### src/rtl/spi_reg_access.sv
// spi_reg_access: turns a host register read/write request into one 2-byte
// SPI chip-select frame {rw, addr} + {wdata | dummy}. The byte the slave
// returns in the second slot comes back as the response data. If the frame
// does not finish within TIMEOUT_CLKS clocks, the request ends with an error.
module spi_reg_access #(
    parameter int          TIMEOUT_CLKS = 1024,
    parameter logic [7:0]  DUMMY_BYTE   = 8'h00,
    parameter int          CNT_W        = 2
) (
    input  logic             clk,
    input  logic             rst_n,
    input  logic             i_Req_Valid,
    input  logic             i_Req_RW,
    input  logic [6:0]       i_Req_Addr,
    input  logic [7:0]       i_Req_WData,
    output logic             o_Req_Ready,
    output logic             o_Resp_Valid,
    output logic [7:0]       o_Resp_RData,
    output logic             o_Resp_Err,
    output logic [CNT_W-1:0] o_TX_Count,
    output logic [7:0]       o_TX_Byte,
    output logic             o_TX_En,
    input  logic             i_TX_Ready,
    input  logic [CNT_W-1:0] i_RX_Count,
    input  logic [7:0]       i_RX_Byte,
    input  logic             i_RX_En
);

    localparam int TMR_W = $clog2(TIMEOUT_CLKS + 1);
    localparam logic [TMR_W-1:0] TMR_LAST  = TMR_W'(TIMEOUT_CLKS - 1);
    localparam logic [TMR_W-1:0] TMR_MAX   = {TMR_W{1'b1}};
    localparam logic [CNT_W-1:0] FRAME_LEN = CNT_W'(2);

    typedef enum logic [2:0] {
        IDLE, SEND_CMD, HOLD, SEND_DATA, WAIT_RX, DONE
    } state_t;

    state_t           state_reg, state_next;
    logic [TMR_W-1:0] tmr_reg, tmr_next;
    logic [7:0]       cmd_reg, cmd_next;
    logic [7:0]       data_reg, data_next;

    logic             ready_next;
    logic             resp_valid_next;
    logic [7:0]       rdata_next;
    logic             err_next;
    logic [CNT_W-1:0] tx_count_next;
    logic [7:0]       tx_byte_next;
    logic             tx_en_next;

    logic timeout;
    logic capture;

    // Timeout fires only on the last allowed cycle; a second-slot capture in
    // that same cycle still counts as a normal completion.
    assign timeout = (tmr_reg == TMR_LAST);
    assign capture = (state_reg == WAIT_RX) && i_RX_En && (i_RX_Count == CNT_W'(1));

    // State register
    always_ff @(posedge clk or negedge rst_n) begin
        if (!rst_n) begin
            state_reg <= IDLE;
        end else begin
            state_reg <= state_next;
        end
    end

    // Next-state logic
    always_comb begin
        state_next = state_reg;
        case (state_reg)
            IDLE:      if (i_Req_Valid) state_next = SEND_CMD;
            SEND_CMD:  if (timeout) state_next = DONE;
                       else if (i_TX_Ready) state_next = HOLD;
            HOLD:      if (timeout) state_next = DONE;
                       else state_next = SEND_DATA;
            SEND_DATA: if (timeout) state_next = DONE;
                       else if (i_TX_Ready) state_next = WAIT_RX;
            WAIT_RX:   if (capture || timeout) state_next = DONE;
            DONE:      state_next = IDLE;
            default:   state_next = IDLE;
        endcase
    end

    // Next values for the registered outputs, timer and latched request
    always_comb begin
        ready_next      = (state_next == IDLE);
        resp_valid_next = (state_next == DONE);
        rdata_next      = o_Resp_RData;
        err_next        = o_Resp_Err;
        tx_count_next   = o_TX_Count;
        tx_byte_next    = o_TX_Byte;
        tx_en_next      = 1'b0;
        tmr_next        = tmr_reg;
        cmd_next        = cmd_reg;
        data_next       = data_reg;

        case (state_reg)
            IDLE: begin
                if (i_Req_Valid) begin
                    cmd_next  = {i_Req_RW, i_Req_Addr};
                    data_next = i_Req_RW ? DUMMY_BYTE : i_Req_WData;
                    tmr_next  = '0;
                end
            end
            SEND_CMD, HOLD, SEND_DATA, WAIT_RX: begin
                if (tmr_reg != TMR_MAX) tmr_next = tmr_reg + 1'b1;
            end
            default: ;
        endcase

        if (state_reg == SEND_CMD && !timeout && i_TX_Ready) begin
            tx_en_next    = 1'b1;
            tx_byte_next  = cmd_reg;
            tx_count_next = FRAME_LEN;
        end
        if (state_reg == SEND_DATA && !timeout && i_TX_Ready) begin
            tx_en_next    = 1'b1;
            tx_byte_next  = data_reg;
            tx_count_next = FRAME_LEN;
        end

        if (capture) begin
            rdata_next = i_RX_Byte;
            err_next   = 1'b0;
        end else if (timeout && state_reg != IDLE && state_reg != DONE) begin
            rdata_next = 8'h00;
            err_next   = 1'b1;
        end
    end

    // Output, timer and request registers
    always_ff @(posedge clk or negedge rst_n) begin
        if (!rst_n) begin
            o_Req_Ready  <= 1'b1;
            o_Resp_Valid <= 1'b0;
            o_Resp_RData <= 8'h00;
            o_Resp_Err   <= 1'b0;
            o_TX_Count   <= '0;
            o_TX_Byte    <= 8'h00;
            o_TX_En      <= 1'b0;
            tmr_reg      <= '0;
            cmd_reg      <= 8'h00;
            data_reg     <= 8'h00;
        end else begin
            o_Req_Ready  <= ready_next;
            o_Resp_Valid <= resp_valid_next;
            o_Resp_RData <= rdata_next;
            o_Resp_Err   <= err_next;
            o_TX_Count   <= tx_count_next;
            o_TX_Byte    <= tx_byte_next;
            o_TX_En      <= tx_en_next;
            tmr_reg      <= tmr_next;
            cmd_reg      <= cmd_next;
            data_reg     <= data_next;
        end
    end

endmodule

### config.mk
export PLATFORM = sky130hd
export DESIGN_NAME = spi_reg_access
export DESIGN_NICKNAME = d
export VERILOG_FILES = /design/src/rtl/spi_reg_access.sv
export SDC_FILE = /design/constraint.sdc
export NUM_CORES = 1
export LEC_CHECK = 0
export BUFFER_PORTS_ARGS = -buffer_cell sky130_fd_sc_hd__buf_2
export CAP_MARGIN = 40
export CORE_MARGIN = 2
export CORE_UTILIZATION = 35
export CTS_CLUSTER_SIZE = 28
export DETAILED_ROUTE_END_ITERATION = 8
export GPL_ROUTABILITY_DRIVEN = 0
export GPL_TIMING_DRIVEN = 0
export HOLD_SLACK_MARGIN = 0.06
export PLACE_DENSITY = 0.67
export SETUP_SLACK_MARGIN = 0.3
export SLEW_MARGIN = 20
export SYNTH_ARGS = -nofsm -noshare
export SYNTH_HDL_FRONTEND = slang
export SYNTH_SLANG_ARGS = --single-unit
### constraint.sdc
create_clock -name clk -period 3.7 [get_ports clk]
set_input_delay 0.37 -clock clk [delete_from_list [all_inputs] [get_ports clk]]
set_output_delay 0.37 -clock clk [all_outputs]
set_load 0.01 [all_outputs]
==> results.txt, run 1 <==
----------------------------------------------------
[Power and ir drop]
  Design internal power ... 1.293 mW
  Sequential share of power ... 0.435
  Peak ir drop on the vdd network ... 352.0 uV
  Relative contribution of combinational cells to total power ... 0.370
  Switching part of the total power ... 0.3501
  Clock network power share ... 0.196
  Static Leak ... 1.361 nW
  Net load switching power ... 0.6966 mW
  Cell area power density ... 718.5 nW/um2

[Synth]
  Most used DFF post-synth ... dfrtp_1
  Post-synth net total ... 245
  Proportion of synthesized chip area in sequential cells ... 0.5549
  Netlist Area Pre-Place ... 2302 um2
  Count of mapped cells out of synthesis ... 213
  Portion of synthesized cell area occupied by the leading cell type ... 0.5435
  Count of different cell masters after synthesis ... 46
  Synthesized area per cell ... 10.81 um2
  Number of warnings reported in the yosys synthesis log ... 0
  Leading cell types by total area after synthesis ... dfrtp_1 (54%), nand2_1 (7.7%), mux2_1 (3.9%), mux2_2 (3.9%), a22o_1 (3.0%)
  Count of state elements after synthesis ... 51
  Post-synth EDFFs ... 0
  Proportion of register bits with asynchronous set or reset after synthesis ... 1.000
  Cell type with the largest total area after synthesis ... dfrtp_1

[Timing]
  Worst setup margin ... 1.678 ns
  Post-layout min period ... 2.022 ns
  Highest clock frequency the design can meet ... 494.6 MHz
  Setup TNS ... 0 ns
  Max Transition Viols Final ... 0
  Max transition margin ... 0.5733
  Worst setup skew after layout ... 0.008076 ns
  Setup violations, final ... 0
  Number of hold-slack violations in the final timing report ... 0
  Tightest Pin Transition ... 0.6401 ns
  Unrepaired setup endpoints after global routing ... no
  Portion of the clock cycle consumed by the worst path in the final layout ... 0.5465

[Global routing]
  Pin count of the biggest net entering global routing ... 52
  Number of global-route vias before repair ... 1703
  Congestion Overflow GR ... 0
  GRT Total Usage ... 0.1348
  First-pass GRT wire length ... 7.921 mm
  Initial antenna violation count ... 0

[Route]
  Post-detailed-route DRC marker count ... 0
  Average detailed-routed wire length per instance ... 13.28 um
  Vias ... 1729
  Via-per-instance ratio ... 4.954
  Number of design-rule violations left by the first detailed-router iteration ... 99
  Routed Antenna Nets ... 0
  Total Wirelength ... 4.636 mm
  1st-pass router iterations ... 5

[Final layout]
  Final core utilization ... 0.4361
  Ratio of cells with drive above 1 in the final layout ... 0.2904
  Final-layout fill cell count ... 607
  Ant diodes ... 0
  Area growth from synthesis to layout ... 20.27%
  Most common cell after layout, fill and taps aside ... buf_2
  Flip-flop count of the largest register after layout ... 11
  Total Nets Final ... 303
  Leading cell types in the layout, fill and taps excluded ... buf_2 (52), dfrtp_1 (50), nand2_1 (47), o21ai_0 (10), nand2b_1 (9)

[Floorplanning]
  Number of top-level design ports ... 53
  Starting utilization of the core area ... 0.3626
  Floorplan die area ... 7243 um2
  Area of the core region ... 6350 um2
  Height of the chip ... 85.11 um
  Num rows ... 29
  Die width ... 85.11 um

[Placed design]
  Post-Place Setup Slack ... 1.698 ns
  Count of buffers from port buffering ... 51
  Detailed-placement wirelength estimate ... 3.322 mm

[Clocking]
  Library cell used as clock root buffer ... clkbuf_8
  CTS HTree Levels ... 2
  Clock buffer count from CTS ... 5
  Hold-fix buffer count after cts ... 0
  Postcts setup bufs ... 0
  CTS tree ... built
  Number of gates given a new drive strength after cts ... 0
  Max clock buf depth ... 2
  Total clock sinks ... 51
  Clock latency of the later-clocked register in the worst-skew pair ... 0.30 ns
  Reg clk slew, reported paths ... 0.09 ns

[Setup path]
  Type of element launching the critical path ... register
  Critical path endpoint category ... register
  Endpoint arrival time on the critical path ... 2.21 ns
  Worst Path Max Fanout ... 10
  Required time of the worst setup path ... 3.89 ns
  Kind of critical path ... reg2reg

[Flow run]
  Count of maximum capacitance violations ... 0

[Run status]
  Outcome ... finished clean

[Worst hold path]
  Class of the tightest hold or removal check ... in2async

----------------------------------------------------
## critical path, stage by stage, from the launching register on
cell and delay (ns):
dfrtp_1 0.41, ha_1 0.21, nand2_1 0.18, nor4_4 0.57, nor3_4 0.19, mux2_1 0.35
## metal layers
metal / vias up / GRT usage / wire [um]
li1: 861 / - / -
met1: 820 / 0.1931 / 2347
met2: 46 / 0.2109 / 2025
met3: 2 / 0.03016 / 233
met4: 0 / 0.02886 / 29
met5: - / 0 / 0
## synth_stat cells, types with 5 or more instances
| library cell | count |
|---|---|
| nand2b_1 | 9 |
| mux2i_1 | 6 |
| nand2_1 | 47 |
| clkbuf_1 | 5 |
| o21ai_0 | 10 |
| mux2_1 | 8 |
| nor3_1 | 6 |
| mux2_2 | 8 |
| a22o_1 | 8 |
| nor2_1 | 7 |
| dfrtp_1 | 50 |
## path summary, 6_finish.rpt
check	startpoint	end	slack [ns]	depth (start not counted)
min in group clk	i_Req_Addr[6]	cmd_reg[6]$_DFFE_PN0P_	0.25	3
max in group asynchronous	rst_n	state_reg[0]$_DFF_PN0_	3.18	1
setup / recovery	tmr_reg[0]$_DFFE_PN0P_	o_TX_Byte[0]$_DFFE_PN0P_	1.68	5
setup reg to reg	tmr_reg[0]$_DFFE_PN0P_	o_TX_Byte[0]$_DFFE_PN0P_	1.68	5
hold / removal	rst_n	tmr_reg[7]$_DFFE_PN0P_	0.08	1
hold reg to reg	o_TX_Count[1]$_DFFE_PN0P_	o_TX_Count[1]$_DFFE_PN0P_	0.47	1
## cells by family after synthesis
group | Yosys count | share of synthesized area
XOR/XNOR | 3 | 0.01142
flip-flops | 51 | 0.5549
other | 1 | 0.001629
AO/OA/AOI/OAI | 36 | 0.1076
adder cells (fa/ha/maj) | 1 | 0.005434
buffers and inverters | 13 | 0.02717
multiplexers | 22 | 0.1044
AND/OR/NAND/NOR | 86 | 0.1875
## layout make-up
class | instances | area [um2] | area share
clock inverters | 3 | 43.79 | 0.01582
plain buffers | 10 | 51.30 | 0.01853
clock buffers | 5 | 68.82 | 0.02485
flip-flops and latches | 51 | 1277 | 0.4614
repair buffers | 51 | 257.7 | 0.09309
multi-input cells | 149 | 962.2 | 0.3475
well taps | 77 | 96.34 | 0.03479
inverters | 3 | 11.26 | 0.004067
## power groups by stage
stage | clock network [mW] | logic [mW] | registers (mW)
after floorplan | 0 | 0.496 | 0.896
after global placement | 0 | 0.730 | 0.871
after detailed placement | 0 | 0.747 | 0.876
after CTS | 0.400 | 0.750 | 0.866
after global routing | 0.428 | 0.828 | 0.892
final | 0.389 | 0.735 | 0.865
## metrics by stage
| stage | instances | hold WS, ns | instance area (um2) | total power, mW |
|---|---|---|---|---|
| 4_1_cts | 349 | 0.1141 | 2769 | 2.015 |
| 6_report | 349 | 0.08386 | 2769 | 1.989 |
| 2_1_floorplan | 213 | 0.07441 | 2302 | 1.392 |
| 3_3_place_gp | 341 | 0.4441 | 2654 | 1.600 |
| 5_1_grt | 349 | 0.1440 | 2769 | 2.148 |
| 3_5_place_dp | 341 | 0.4465 | 2656 | 1.623 |
No activity file was read; power rests on OpenSTA's default activity.
==> run 2: changes to the inputs <==
Clock period 3.7 ns to 2.1 ns, I/O delays scaled along.
==> run 2 against run 1 <==
  * Utilization up 2.2 points
  * First-iteration DRC count rose by 13%
  * Critical path depth unchanged
  * Via count grew 2.9%
  * Clock power grew 78%
  * Global-route usage is 0.41 points higher
  * Combinational power rose by 97%
  * Critical path type unchanged
  * Die area is the same
  * Total power grew 85%
  * Sequential power grew 78%
  * Sequential cell count stayed put
==> results.txt, run 2 (synthesis gave the netlist of run 1 again) <==
----------------------------------------------------
[Setup path]
  Worst Path Max Fanout ... 6
  Type of element launching the critical path ... register
  Worst reg-to-reg setup slack ... 0.36 ns
  Depth of the most critical reg-to-reg path ... 5
  Source of the worst register-to-register timing path ... tmr_reg[0]$_DFFE_PN0P_
  Critical path endpoint category ... register
  Kind of critical path ... reg2reg
  Endpoint arrival time on the critical path ... 1.98 ns
  R2r endpoint ... tmr_reg[8]$_DFFE_PN0P_
  Required time of the worst setup path ... 2.33 ns

[Timing]
  Post-layout min period ... 1.744 ns
  Portion of the clock cycle consumed by the worst path in the final layout ... 0.8305
  Unrepaired setup endpoints after global routing ... yes
  Max transition margin ... 0.5704
  Tightest Pin Transition ... 0.6444 ns
  Setup violations, final ... 0
  Highest clock frequency the design can meet ... 573.4 MHz
  Worst setup skew after layout ... 0.006699 ns
  Max Transition Viols Final ... 0
  Setup TNS ... 0 ns
  Number of hold-slack violations in the final timing report ... 0

[Placed design]
  Count of buffers from port buffering ... 51
  Placed Area ... 2656 um2
  Detailed-placement wirelength estimate ... 3.322 mm

[Flow run]
  Count of maximum capacitance violations ... 0

[Worst hold path]
  Hold worst-path end ... cmd_reg[6]$_DFFE_PN0P_
  Worst hold path depth ... 3
  Beginning of the worst hold path ... i_Req_Addr[6]
  Class of the tightest hold or removal check ... in2reg

[Floorplanning]
  Area of the core region ... 6350 um2
  Height of the chip ... 85.11 um
  Number of top-level design ports ... 53
  Num rows ... 29
  Die width ... 85.11 um
  Starting utilization of the core area ... 0.3626
  Floorplan die area ... 7243 um2

[Run status]
  Outcome ... finished clean

[Clocking]
  Clock buffer count from CTS ... 5
  Reg clk slew, reported paths ... 0.10 ns
  Clock latency of the later-clocked register in the worst-skew pair ... 0.30 ns
  Max clock buf depth ... 2
  CTS HTree Levels ... 2
  Total clock sinks ... 51
  CTS tree ... built
  Library cell used as clock root buffer ... clkbuf_8

[Power and ir drop]
  Peak ir drop on the vdd network ... 619.9 uV
  Static Leak ... 1.430 nW
  Cell area power density ... 1266 nW/um2

[Final layout]
  Final core utilization ... 0.4577
  Final-layout fill cell count ... 590
  Total Nets Final ... 313
  Final standard cell area without fillers ... 2907 um2
  Area growth from synthesis to layout ... 26.25%
  Ant diodes ... 0
  Ratio of cells with drive above 1 in the final layout ... 0.3404
  Most common cell after layout, fill and taps aside ... buf_2
  Flip-flop count of the largest register after layout ... 11
  Leading cell types in the layout, fill and taps excluded ... buf_2 (52), dfrtp_1 (50), nand2_1 (46), buf_4 (11), o21ai_0 (10)

[Global routing]
  Number of global-route vias before repair ... 1768
  Congestion Overflow GR ... 0
  Initial antenna violation count ... 0
  GRT Total Usage ... 0.1389
  First-pass GRT wire length ... 8.148 mm
  Pin count of the biggest net entering global routing ... 52

[Route]
  Via-per-instance ratio ... 4.955
  Vias ... 1779
  1st-pass router iterations ... 4
  Number of design-rule violations left by the first detailed-router iteration ... 112
  Average detailed-routed wire length per instance ... 13.70 um
  Post-detailed-route DRC marker count ... 0
  Routed Antenna Nets ... 0
  Total Wirelength ... 4.920 mm

----------------------------------------------------
[run 2: cell count changes in the layout (fill, tap and decap cells not counted), sizes merged]
cell,before,now
buf,56,65
dlygate4sd3,0,1
[run 2: worst max-delay path: stages (launching register included)]
cell	delay, ns
dfrtp_1	0.41
ha_4	0.18
nand2_4	0.08
or4_4	0.56
or3_1	0.31
a21oi_1	0.14
[run 2: cell type report]
class / instances / area [um2] / area share
Tap cell: 77 / 96.34 / 0.03315
Timing Repair Buffer: 61 / 347.8 / 0.1197
Clock buffer: 5 / 68.82 / 0.02368
Multi-Input combinational cell: 149 / 1003 / 0.3452
Inverter: 3 / 11.26 / 0.003874
Buffer: 10 / 57.56 / 0.01980
Sequential cell: 51 / 1277 / 0.4395
Clock inverter: 3 / 43.79 / 0.01507
[run 2: what timing repair did]
| item | 4_1_cts | 5_1_grt |
|---|---|---|
| buffers inserted | 6 | 3 |
| pin swaps | 2 | 1 |
| hold buffers | 1 | 0 |
| gates resized for setup | 2 | 11 |
| endpoints found under the setup margin | 22 | 43 |
| hold endpoints to repair | 50 | 0 |
[run 2: how the worst max path moves through the flow]
stage                                      start                     endpoint  slack [ns]  cells past startpoint
after floorplan           tmr_reg[0]$_DFFE_PN0P_       tmr_reg[8]$_DFFE_PN0P_        0.33                      5
final                     tmr_reg[0]$_DFFE_PN0P_       tmr_reg[8]$_DFFE_PN0P_        0.36                      5
after detailed placement  tmr_reg[0]$_DFFE_PN0P_     o_TX_Byte[0]$_DFFE_PN0P_         0.1                      5
after global routing      state_reg[2]$_DFF_PN0_  o_Resp_RData[5]$_DFFE_PN0P_        0.25                      5
after global placement    tmr_reg[0]$_DFFE_PN0P_     o_TX_Byte[0]$_DFFE_PN0P_        0.10                      5
after CTS                 state_reg[1]$_DFF_PN0_     o_TX_Byte[7]$_DFFE_PN0P_        0.32                      4
[run 2: per-layer routing]
metal	part of all wire	GRT usage	up-vias
met5	0	0	-
met3	0.054	0.03016	5
met2	0.45	0.2195	53
met1	0.49	0.1950	845
met4	0.014	0.03608	0
li1	-	-	876
[run 2: through the flow]
stage	worst slack (ns)	std cells	power [mW]	hold WS, ns
global route	0.2490	359	3.954	0.1047
detailed placement	0.09830	341	2.860	0.2865
global placement	0.1017	341	2.819	0.4033
finish	0.3559	359	3.679	0.08930
CTS	0.3207	356	3.622	0.08755
floorplan	0.3288	213	2.453	-0.08559
[run 2: power by group]
part | switching (mW) | internal, mW
registers | 0.198 | 1.34
logic | 0.770 | 0.681
clock network | 0.335 | 0.355
